==> src/rtl/fma_mprod_norm.sv <==
// FMA product normaliser: sideband delay line matched to the multiplier,
// 106->53 bit normalisation and round-to-nearest-even, valid-tagged output.
module fma_mprod_norm #(
  parameter int MULT_LAT = 2,
  parameter int EXP_W    = 13
) (
  input  logic             clk,
  input  logic             rst,
  input  logic             ce,
  input  logic             in_valid,
  input  logic             in_sign,
  input  logic [EXP_W-1:0] in_exp,
  input  logic             in_zero,
  input  logic [105:0]     p,
  output logic             out_valid,
  output logic             out_sign,
  output logic [EXP_W-1:0] out_exp,
  output logic [52:0]      out_mant,
  output logic             out_inexact,
  output logic             out_zero
);

  localparam int SB_W = EXP_W + 3;

  logic [SB_W-1:0] sb_in;
  logic [SB_W-1:0] sb_al;

  assign sb_in = {in_valid, in_sign, in_exp, in_zero};

  generate
    if (MULT_LAT == 0) begin : g_nodly
      assign sb_al = sb_in;
    end else begin : g_dly
      logic [MULT_LAT-1:0][SB_W-1:0] dq;

      always_ff @(posedge clk or posedge rst) begin
        if (rst) begin
          dq <= '0;
        end else if (ce) begin
          dq[0] <= sb_in;
          for (int i = 1; i < MULT_LAT; i++)
            dq[i] <= dq[i-1];
        end
      end

      assign sb_al = dq[MULT_LAT-1];
    end
  endgenerate

  logic             a_valid;
  logic             a_sign;
  logic [EXP_W-1:0] a_exp;
  logic             a_zero;

  assign a_valid = sb_al[SB_W-1];
  assign a_sign  = sb_al[SB_W-2];
  assign a_exp   = sb_al[SB_W-3:1];
  assign a_zero  = sb_al[0];

  // a clear top bit means the leading one sits at [104]
  logic             hi;
  logic [52:0]      nm;
  logic             ng;
  logic             ns;
  logic [EXP_W-1:0] ne;

  assign hi = p[105];
  assign nm = hi ? p[105:53] : p[104:52];
  assign ng = hi ? p[52] : p[51];
  assign ns = hi ? |p[51:0] : |p[50:0];
  assign ne = a_exp + EXP_W'(hi);

  logic             n1_valid;
  logic             n1_sign;
  logic             n1_zero;
  logic [52:0]      n1_m;
  logic             n1_g;
  logic             n1_s;
  logic [EXP_W-1:0] n1_e;

  always_ff @(posedge clk or posedge rst) begin
    if (rst) begin
      n1_valid <= 1'b0;
      n1_sign  <= 1'b0;
      n1_zero  <= 1'b0;
      n1_m     <= '0;
      n1_g     <= 1'b0;
      n1_s     <= 1'b0;
      n1_e     <= '0;
    end else if (ce) begin
      n1_valid <= a_valid;
      n1_sign  <= a_sign;
      n1_zero  <= a_zero;
      n1_m     <= nm;
      n1_g     <= ng;
      n1_s     <= ns;
      n1_e     <= ne;
    end
  end

  logic             rnd;
  logic [53:0]      sum;
  logic             cy;
  logic [52:0]      rm;
  logic [EXP_W-1:0] re;

  assign rnd = n1_g & (n1_s | n1_m[0]);
  assign sum = {1'b0, n1_m} + 54'(rnd);
  assign cy  = sum[53];
  assign rm  = cy ? {1'b1, 52'b0} : sum[52:0];
  assign re  = n1_e + EXP_W'(cy);

  always_ff @(posedge clk or posedge rst) begin
    if (rst) begin
      out_valid   <= 1'b0;
      out_sign    <= 1'b0;
      out_exp     <= '0;
      out_mant    <= '0;
      out_inexact <= 1'b0;
      out_zero    <= 1'b0;
    end else if (ce) begin
      out_valid   <= n1_valid;
      out_sign    <= n1_sign;
      out_zero    <= n1_zero;
      out_exp     <= n1_zero ? '0 : re;
      out_mant    <= n1_zero ? '0 : rm;
      out_inexact <= n1_zero ? 1'b0 : (n1_g | n1_s);
    end
  end

endmodule

==> config.mk <==
export PLATFORM = sky130hd
export DESIGN_NAME = fma_mprod_norm
export DESIGN_NICKNAME = d
export VERILOG_FILES = /design/src/rtl/fma_mprod_norm.sv
export SDC_FILE = /design/constraint.sdc
export NUM_CORES = 1
export LEC_CHECK = 0
export BUFFER_PORTS_ARGS = -buffer_cell sky130_fd_sc_hd__buf_2
export CORE_MARGIN = 5
export CORE_UTILIZATION = 50
export CTS_BUF_LIST = sky130_fd_sc_hd__clkbuf_4
export DETAILED_ROUTE_END_ITERATION = 8
export GPL_ROUTABILITY_DRIVEN = 0
export HOLD_SLACK_MARGIN = 0.08
export PLACE_DENSITY = 0.75
export SETUP_SLACK_MARGIN = 0.3
export SLEW_MARGIN = 20
export SYNTH_ARGS = -nofsm -noshare
export SYNTH_HDL_FRONTEND = slang
export SYNTH_SLANG_ARGS = --single-unit
==> constraint.sdc <==
create_clock -name clk -period 6.9 [get_ports clk]
set_clock_uncertainty 0.1 [all_clocks]
set_input_delay 0.345 -clock clk [delete_from_list [all_inputs] [get_ports clk]]
set_output_delay 0.345 -clock clk [all_outputs]
set_load 0.02 [all_outputs]
==> results of run 1 <==
routing by layer:
metal / GRT usage (%) / vias up
met5: 0 / -
met4: 8.702 / 0
met3: 4.803 / 41
met2: 37.07 / 181
met1: 29.28 / 3337
li1: - / 3334
power by group through the flow:
stage	Clock (µW)	Sequential, µW	Combinational, µW
after floorplan	0	1370	269
after global placement	0	1310	528
after detailed placement	0	1310	541
after CTS	608	1290	589
after global routing	655	1320	641
final	589	1300	587
sequential cells by signal, summed over array words and instances (netlist names), 13 cells and up:
name and count:
out_mant 53, n1_e 13, g_dly.dq 16, n1_m 53, sb_al 16, out_exp 13
final cells by class:
cell class | count | area (µm²)
Antenna cell | 1 | 2.502
Clock buffer | 17 | 127.6
Clock inverter | 14 | 162.7
Fill cell | 1312 | 5751
Inverter | 15 | 61.31
Multi-Input combinational cell | 541 | 3821
Sequential cell | 173 | 4329
Tap cell | 220 | 275.3
Timing Repair Buffer | 297 | 1994
cells in the final DEF, fill, tap and decap left out, types with 3 or more instances in the layout:
| cell | instances |
|---|---|
| buf_2 | 192 |
| dfrtp_1 | 173 |
| dlygate4sd3_1 | 98 |
| nor2_1 | 93 |
| a21oi_1 | 65 |
| mux2i_1 | 53 |
| xnor2_1 | 46 |
| o2bb2ai_1 | 46 |
| mux2_2 | 37 |
| nand2_1 | 30 |
| nand3_1 | 28 |
| xor2_1 | 26 |
| nand4_1 | 25 |
| clkbuf_4 | 17 |
| a22o_1 | 16 |
| nor4_1 | 15 |
| nor3_1 | 14 |
| inv_1 | 13 |
| and4_1 | 7 |
| ha_1 | 7 |
| buf_4 | 7 |
| and3_1 | 6 |
| clkinv_4 | 4 |
| and2_1 | 3 |
| inv_6 | 3 |
| o21ai_0 | 3 |
| clkinvlp_4 | 3 |
cell families (layout without fill, tap and decap cells):
family | count (synthesis) | in the layout
multiplexers | 90 | 90
adder cells (fa/ha/maj) | 7 | 7
XOR/XNOR | 72 | 72
flip-flops | 173 | 173
AND/OR/NAND/NOR | 234 | 234
buffers and inverters | 57 | 343
other | 0 | 1
AO/OA/AOI/OAI | 138 | 138
worst max path at each step:
| stage | startpoint | end | slack, ns | cells past startpoint |
|---|---|---|---|---|
| 2_1_floorplan | rst | g_dly.dq[0]$_DFFE_PP0P_ | 1.77 | 1 |
| 3_3_place_gp | ce | out_mant[13]$_DFFE_PP0P_ | 4.21 | 8 |
| 3_5_place_dp | n1_m[0]$_DFFE_PP0P_ | out_exp[12]$_DFFE_PP0P_ | 4.17 | 11 |
| 4_1_cts | p[38] | n1_s$_DFFE_PP0P_ | 4.09 | 9 |
| 5_1_grt | n1_m[36]$_DFFE_PP0P_ | out_exp[12]$_DFFE_PP0P_ | 3.87 | 10 |
| 6_report | p[38] | n1_s$_DFFE_PP0P_ | 4.01 | 9 |
critical path, cell delays in order:
cell           delay (ns)
dlygate4sd3_1        0.55
buf_2                0.12
nor4_1               0.14
dlygate4sd3_1        0.58
nand4_1              0.07
dlygate4sd3_1        0.58
nor4_1               0.24
dlygate4sd3_1        0.59
nor2_1               0.04
metrics by stage:
stage          power (µW)  instances  cell area (µm²)  utilization, %  hold slack (ns)
5_1_grt              2613       1278            10770           65.20           0.2524
3_3_place_gp         1837       1148             9500           57.49           0.3632
2_1_floorplan        1643        771             8383               -           0.3492
6_report             2473       1278            10770           65.20           0.2344
3_5_place_dp         1853       1148             9500           57.49           0.3676
4_1_cts              2491       1277            10770           65.19           0.1882
==> impl_results.md, run 1 <==
- Max-capacitance violation count: 0
- Drt drc: 0
- Netlist cell types: 43
- Switching pwr: just over 800 µW
- Die boundary height: ~140 µm
- CP endpoint kind: flip-flop
- Total grt overflow: 0
- Post-Synth XOR/XNOR Area: approximately 7.5%
- CTS tree: yes
- Clk buf depth: 2
- Hold WC Path Type: input pin to flip-flop
- Hold Path Stages: 3
- Via/cell ratio: 5.394
- Top FF cell, synth: dfrtp_1
- Reg2Reg Depth: 11
- Most frequent cell after synthesis: dfrtp_1
- I/O pin total: roughly 200
- Largest cells by area after synthesis: dfrtp_1 (52%), mux2i_1 (6.3%), mux2_2 (5.0%), o2bb2ai_1 (4.8%), xnor2_1 (4.8%)
- WS Path Type: input pin to flip-flop
- Number of synthesized flops with an enable pin: 0
- Syn Area/Cell: 10.87 µm²
- Pre-Repair DR Iteration Count: 5
- Fin. max-slew vios: 0
- Synth top cells by count: dfrtp_1 (173), nor2_1 (93), a21oi_1 (65)
- Status: complete, no violations
- YS warnings: 0
- F_max: roughly 0.35 GHz
- FFs w/ async S/R, synth: between 90% and 100%
- Largest area contributor in the netlist: dfrtp_1
- Final min period: around 2.9 ns
- Adder-cell area share of the yosys netlist: between 1 and 1.5%
- H-tree depth: 4
- Global-route wire length before repair: roughly 36000 µm
- Initial DRC Count: 330
- Mux cell area share after synthesis: between 10% and 20%
- Met3 wire length: roughly 960 µm
- Post-Synth Simple-Gate Area: 14.15%
- RR Startpoint: n1_m[0]$_DFFE_PP0P_
- Antenna violations before repair: 1
- Compound-gate portion of the synthesized area: a little under an eighth
- P_leak: slightly below 0.005 µW
- WL final: approximately 21000 µm
- Row cnt: 47
- Seq cells post-synth: around 170
- Largest family of logic cells by synthesized area: simple AND/OR/NAND/NOR gates
- Sw frac: between 30% and 40%
- Sequential element share of the synthesized area: approximately half
- Die Wd: approximately 140 µm
- P_int: between 1500 and 2000 µW
- CTS resizes: 0
- Slew @ Worst Pin: between 1 and 1.5 ns
- Setup slack at placement: 4.167 ns
- Total GRT Usage: between 20% and 30%
- Number of global-route vias before repair: 7189
- CP required: approximately 7.3 ns
- PwrDens: between 200 and 250 nW/µm²
- Yosys top cell area share: 51.64%
- Post-Syn Area: roughly 8400 µm²
- Critical Path Fanout Max: 1
- RSZ-0062 raised after global routing: no
- Final period util: about two fifths
- Hpwl dp: 14270 µm
- FF-to-FF End: out_exp[12]$_DFFE_PP0P_
- Vias: approximately 7000
- Max-slew headroom: 27.28%
- Final setup fails: 0
- Placeable Area: approximately 17000 µm²
- Syn Inst Count: 771
- TritonCTS Buffers: 17
- Largest net degree at the start of global routing: 103
- ANT nets after route: 0
- Final Hold Fails: 0
- Reg clk slew, reported paths: between 0.1 and 0.15 ns
- Max IR drop VDD: about 0.16 mV
- Mapped Nets: about 900
- Worst-skew pair later-pin latency: around 0.57 ns
- Routed met2 length: around 11000 µm
- Area growth, synth to finish: 28.52%
- Worst R2R Setup Slack: between 4 and 5 ns
- Number of port buffers: 194
- Number of buffers added for setup after CTS: 0
- Hold Crit Start: ce
- Length of routed wiring on met1: 9140 µm
- Setup TNS: 0 ns
- Nets: around 1200
- Comb power frac: a little under a quarter
- Clock network fraction of total power: a little under a quarter
- CP arrival: 3.25 ns
- Drt wl/cell: approximately 17 µm
- Flop pwr share: a little over half
- CTS Root Buffer Type: clkbuf_4
- Starting Density: a little over 50%
- Die area: slightly below 20000 µm²
- Hold Crit Endpoint: sb_al[10]$_DFFE_PP0P_
- Cts hold-fix bufs: 98
- Fraction of layout cells with a size suffix above 1: 26.68%
- CTS Sinks: 173
- Post-route setup slack: between 4 and 5 ns
- Max Used Layer: met4
- Setup crit start kind: input pin
No activity file was read; power rests on OpenSTA's default activity.
==> run 2, diff against run 1 <==
clock period = 3 ns   (was 6.9 ns; I/O delays follow)
==> run 2 against run 1 <==
Against the previous run: die area unchanged; cell count is 0.94% higher; core utilization grew 0.99 points; flip-flop and latch count stayed put; largest cell class unchanged; largest power group unchanged.
==> impl_results.md, run 2 (synthesis gave the netlist of run 1 again) <==
- Number of port buffers: 194 (unchanged)
- Global-route met3 utilization: 4.734% (-0.069 points)
- Die boundary height: 139.5 µm (unchanged)
- TritonCTS Buffers: 17 (unchanged)
- GRT met2 Usage: 38.78% (+1.7 points)
- CTS tree: yes
- Largest net degree at the start of global routing: 176 (+71%)
- Drt drc: 0 (unchanged)
- I/O pin total: 195 (unchanged)
- Final min period: 2.593 ns
- RSZ-0062 raised after global routing: yes
- CP required: 3.35 ns (-3.91 ns)
- Max IR drop VDD: 0.3909 mV (+140%)
- Antenna violations before repair: 0 (-1)
- Setup crit start kind: input pin
- Row cnt: 47 (unchanged)
- Initial DRC Count: 408 (+24%)
- F_max: approximately 0.39 GHz
- Setup TNS: 0 ns (unchanged)
- Final period util: ~86%
- Max-capacitance violation count: 0 (unchanged)
- Global-route met1 utilization: 28.72% (-0.56 points)
- Vias: 7015 (+1.8%)
- PwrDens: 514.1 nW/µm² (+120%)
- Final Hold Fails: 0 (unchanged)
- ANT nets after route: 0 (unchanged)
- Multi-input logic area: 3854 µm² (+0.85%)
- Starting Density: 50.73% (unchanged)
- Global-route wire length before repair: 35850 µm (+0.19%)
- Worst setup path start: p[20]
- CP endpoint kind: flip-flop
- Hold WC Path Type: input pin to async pin
- Total grt overflow: 0 (unchanged)
- Register area: 4329 µm² (unchanged)
- Nets: 1192 (+1.3%)
- RR Startpoint: n1_m[22]$_DFFE_PP0P_
- Fraction of layout cells with a size suffix above 1: 27.50% (+0.82 points)
- Area growth, synth to finish: 30.48%
- Non-Filler Instances: 1290 (+0.94%)
- Status: complete, no violations
- Via/cell ratio: 5.438 (+0.82%)
- Total GRT Usage: 22.62% (+0.12 points)
- GR peak layer: met2
- Commonest cells after routing, fill and taps aside: buf_2 (192), dfrtp_1 (173), dlygate4sd3_1 (104)
- P_leak: 0.004885 µW (+1.4%)
- Placeable Area: 16520 µm² (unchanged)
- Critical Path Fanout Max: 1 (unchanged)
- Fin. max-slew vios: 0 (unchanged)
- Filler cell count: 1254 (-4.4%)
- Final setup fails: 0 (unchanged)
- Drt wl/cell: 16.98 µm (+1.6%)
- Die Wd: 139.5 µm (unchanged)
- CTS Root Buffer Type: clkbuf_4
- Hpwl dp: 14810 µm (+3.8%)
- H-tree depth: 4 (unchanged)
- WS Path Type: input pin to flip-flop
- CP arrival: 2.95 ns (-0.30 ns)
- Clk buf depth: 2 (unchanged)
- CTS Sinks: 173 (unchanged)
- Die area: 19460 µm² (unchanged)
- Max-slew headroom: 39.65% (+12 points)
- Regs by FF count: n1_m x53, out_mant x53
- WL final: 21900 µm (+2.6%)
- Pre-Repair DR Iteration Count: 5 (unchanged)
- Reg clk slew, reported paths: 0.13 ns (about the same)
- Placed Cells incl. Taps: 1153 (+0.44%)
- Number of global-route vias before repair: 7026 (-2.3%)
- Worst-skew pair later-pin latency: 0.57 ns (about the same)
- Most common cell after layout, fill and taps aside: buf_2
- Slew @ Worst Pin: 0.9033 ns (-0.1875 ns)
[run 2: cell types whose count changed in the layout (fill, tap and decap cells not counted), sizes merged]
| cell | previous run | this run |
|---|---|---|
| buf | 199 | 208 |
| clkbuf | 17 | 19 |
| clkinvlp | 3 | 2 |
| dlygate4sd3 | 98 | 104 |
| inv | 19 | 15 |
[run 2: where the power goes]
| group | total, µW | leakage, µW | internal, µW | switching, µW |
|---|---|---|---|---|
| logic | 1400 | 0.00269 | 639 | 757 |
| clock network | 1250 | 0.000135 | 487 | 762 |
| registers | 2980 | 0.00206 | 2670 | 310 |
[run 2: final timing paths]
| path | end | slack, ns | depth (start not counted) |
|---|---|---|---|
| setup reg to reg | out_exp[9]$_DFFE_PP0P_ | 0.48 | 10 |
| hold / removal | g_dly.dq[3]$_DFFE_PP0P_ | 0.21 | 3 |
| setup / recovery | n1_s$_DFFE_PP0P_ | 0.41 | 9 |
| max in group asynchronous | n1_m[31]$_DFFE_PP0P_ | 1.84 | 4 |
| hold reg to reg | sb_al[10]$_DFFE_PP0P_ | 0.40 | 2 |
| min in group clk | g_dly.dq[0]$_DFFE_PP0P_ | 0.24 | 3 |
[run 2: metrics by stage]
stage | hold slack [ns] | instance area (µm²) | total power [µW] | util, % | worst slack, ns
2_1_floorplan | 0.2017 | 8387 | 3780 | - | 0.5393
3_3_place_gp | 0.2815 | 9587 | 4240 | 58.01 | 0.3993
3_5_place_dp | 0.2843 | 9587 | 4279 | 58.01 | 0.2749
4_1_cts | 0.2061 | 10880 | 5638 | 65.82 | 0.3208
5_1_grt | 0.2306 | 10940 | 5907 | 66.18 | 0.2796
6_report | 0.2107 | 10940 | 5624 | 66.19 | 0.4072
[run 2: timing repair]
item | CTS | global route
hold endpoints to repair | 121 | 0
setup buffers | 1 | 3
hold buffers | 104 | 0
resized for setup | 0 | 11
setup endpoints to repair | 4 | 58
pin swaps | 1 | 6
[run 2: cell type report]
| type | count | area share [%] |
|---|---|---|
| inverter | 15 | 0.5491 |
| sequential | 173 | 39.58 |
| timing repair buffer | 312 | 19.89 |
| multi-input combinational | 541 | 35.23 |
| tap | 220 | 2.517 |
| antenna | 1 | 0.02288 |
| clock buffer | 19 | 1.304 |
| clock inverter | 9 | 0.9037 |
[run 2: layer usage]
metal	wire [µm]	part of all wire, %
met2	10980	50
met4	626	2.9
met5	0	0
met1	9083	41
met3	1213	5.5
[run 2: worst max-delay path: stages]
cell           delay [ns]
dlygate4sd3_1        0.54
buf_2                0.12
nor4_1               0.15
dlygate4sd3_1        0.58
nand2_1              0.05
dlygate4sd3_1        0.55
nor4_1               0.18
dlygate4sd3_1        0.59
nor2_1               0.04
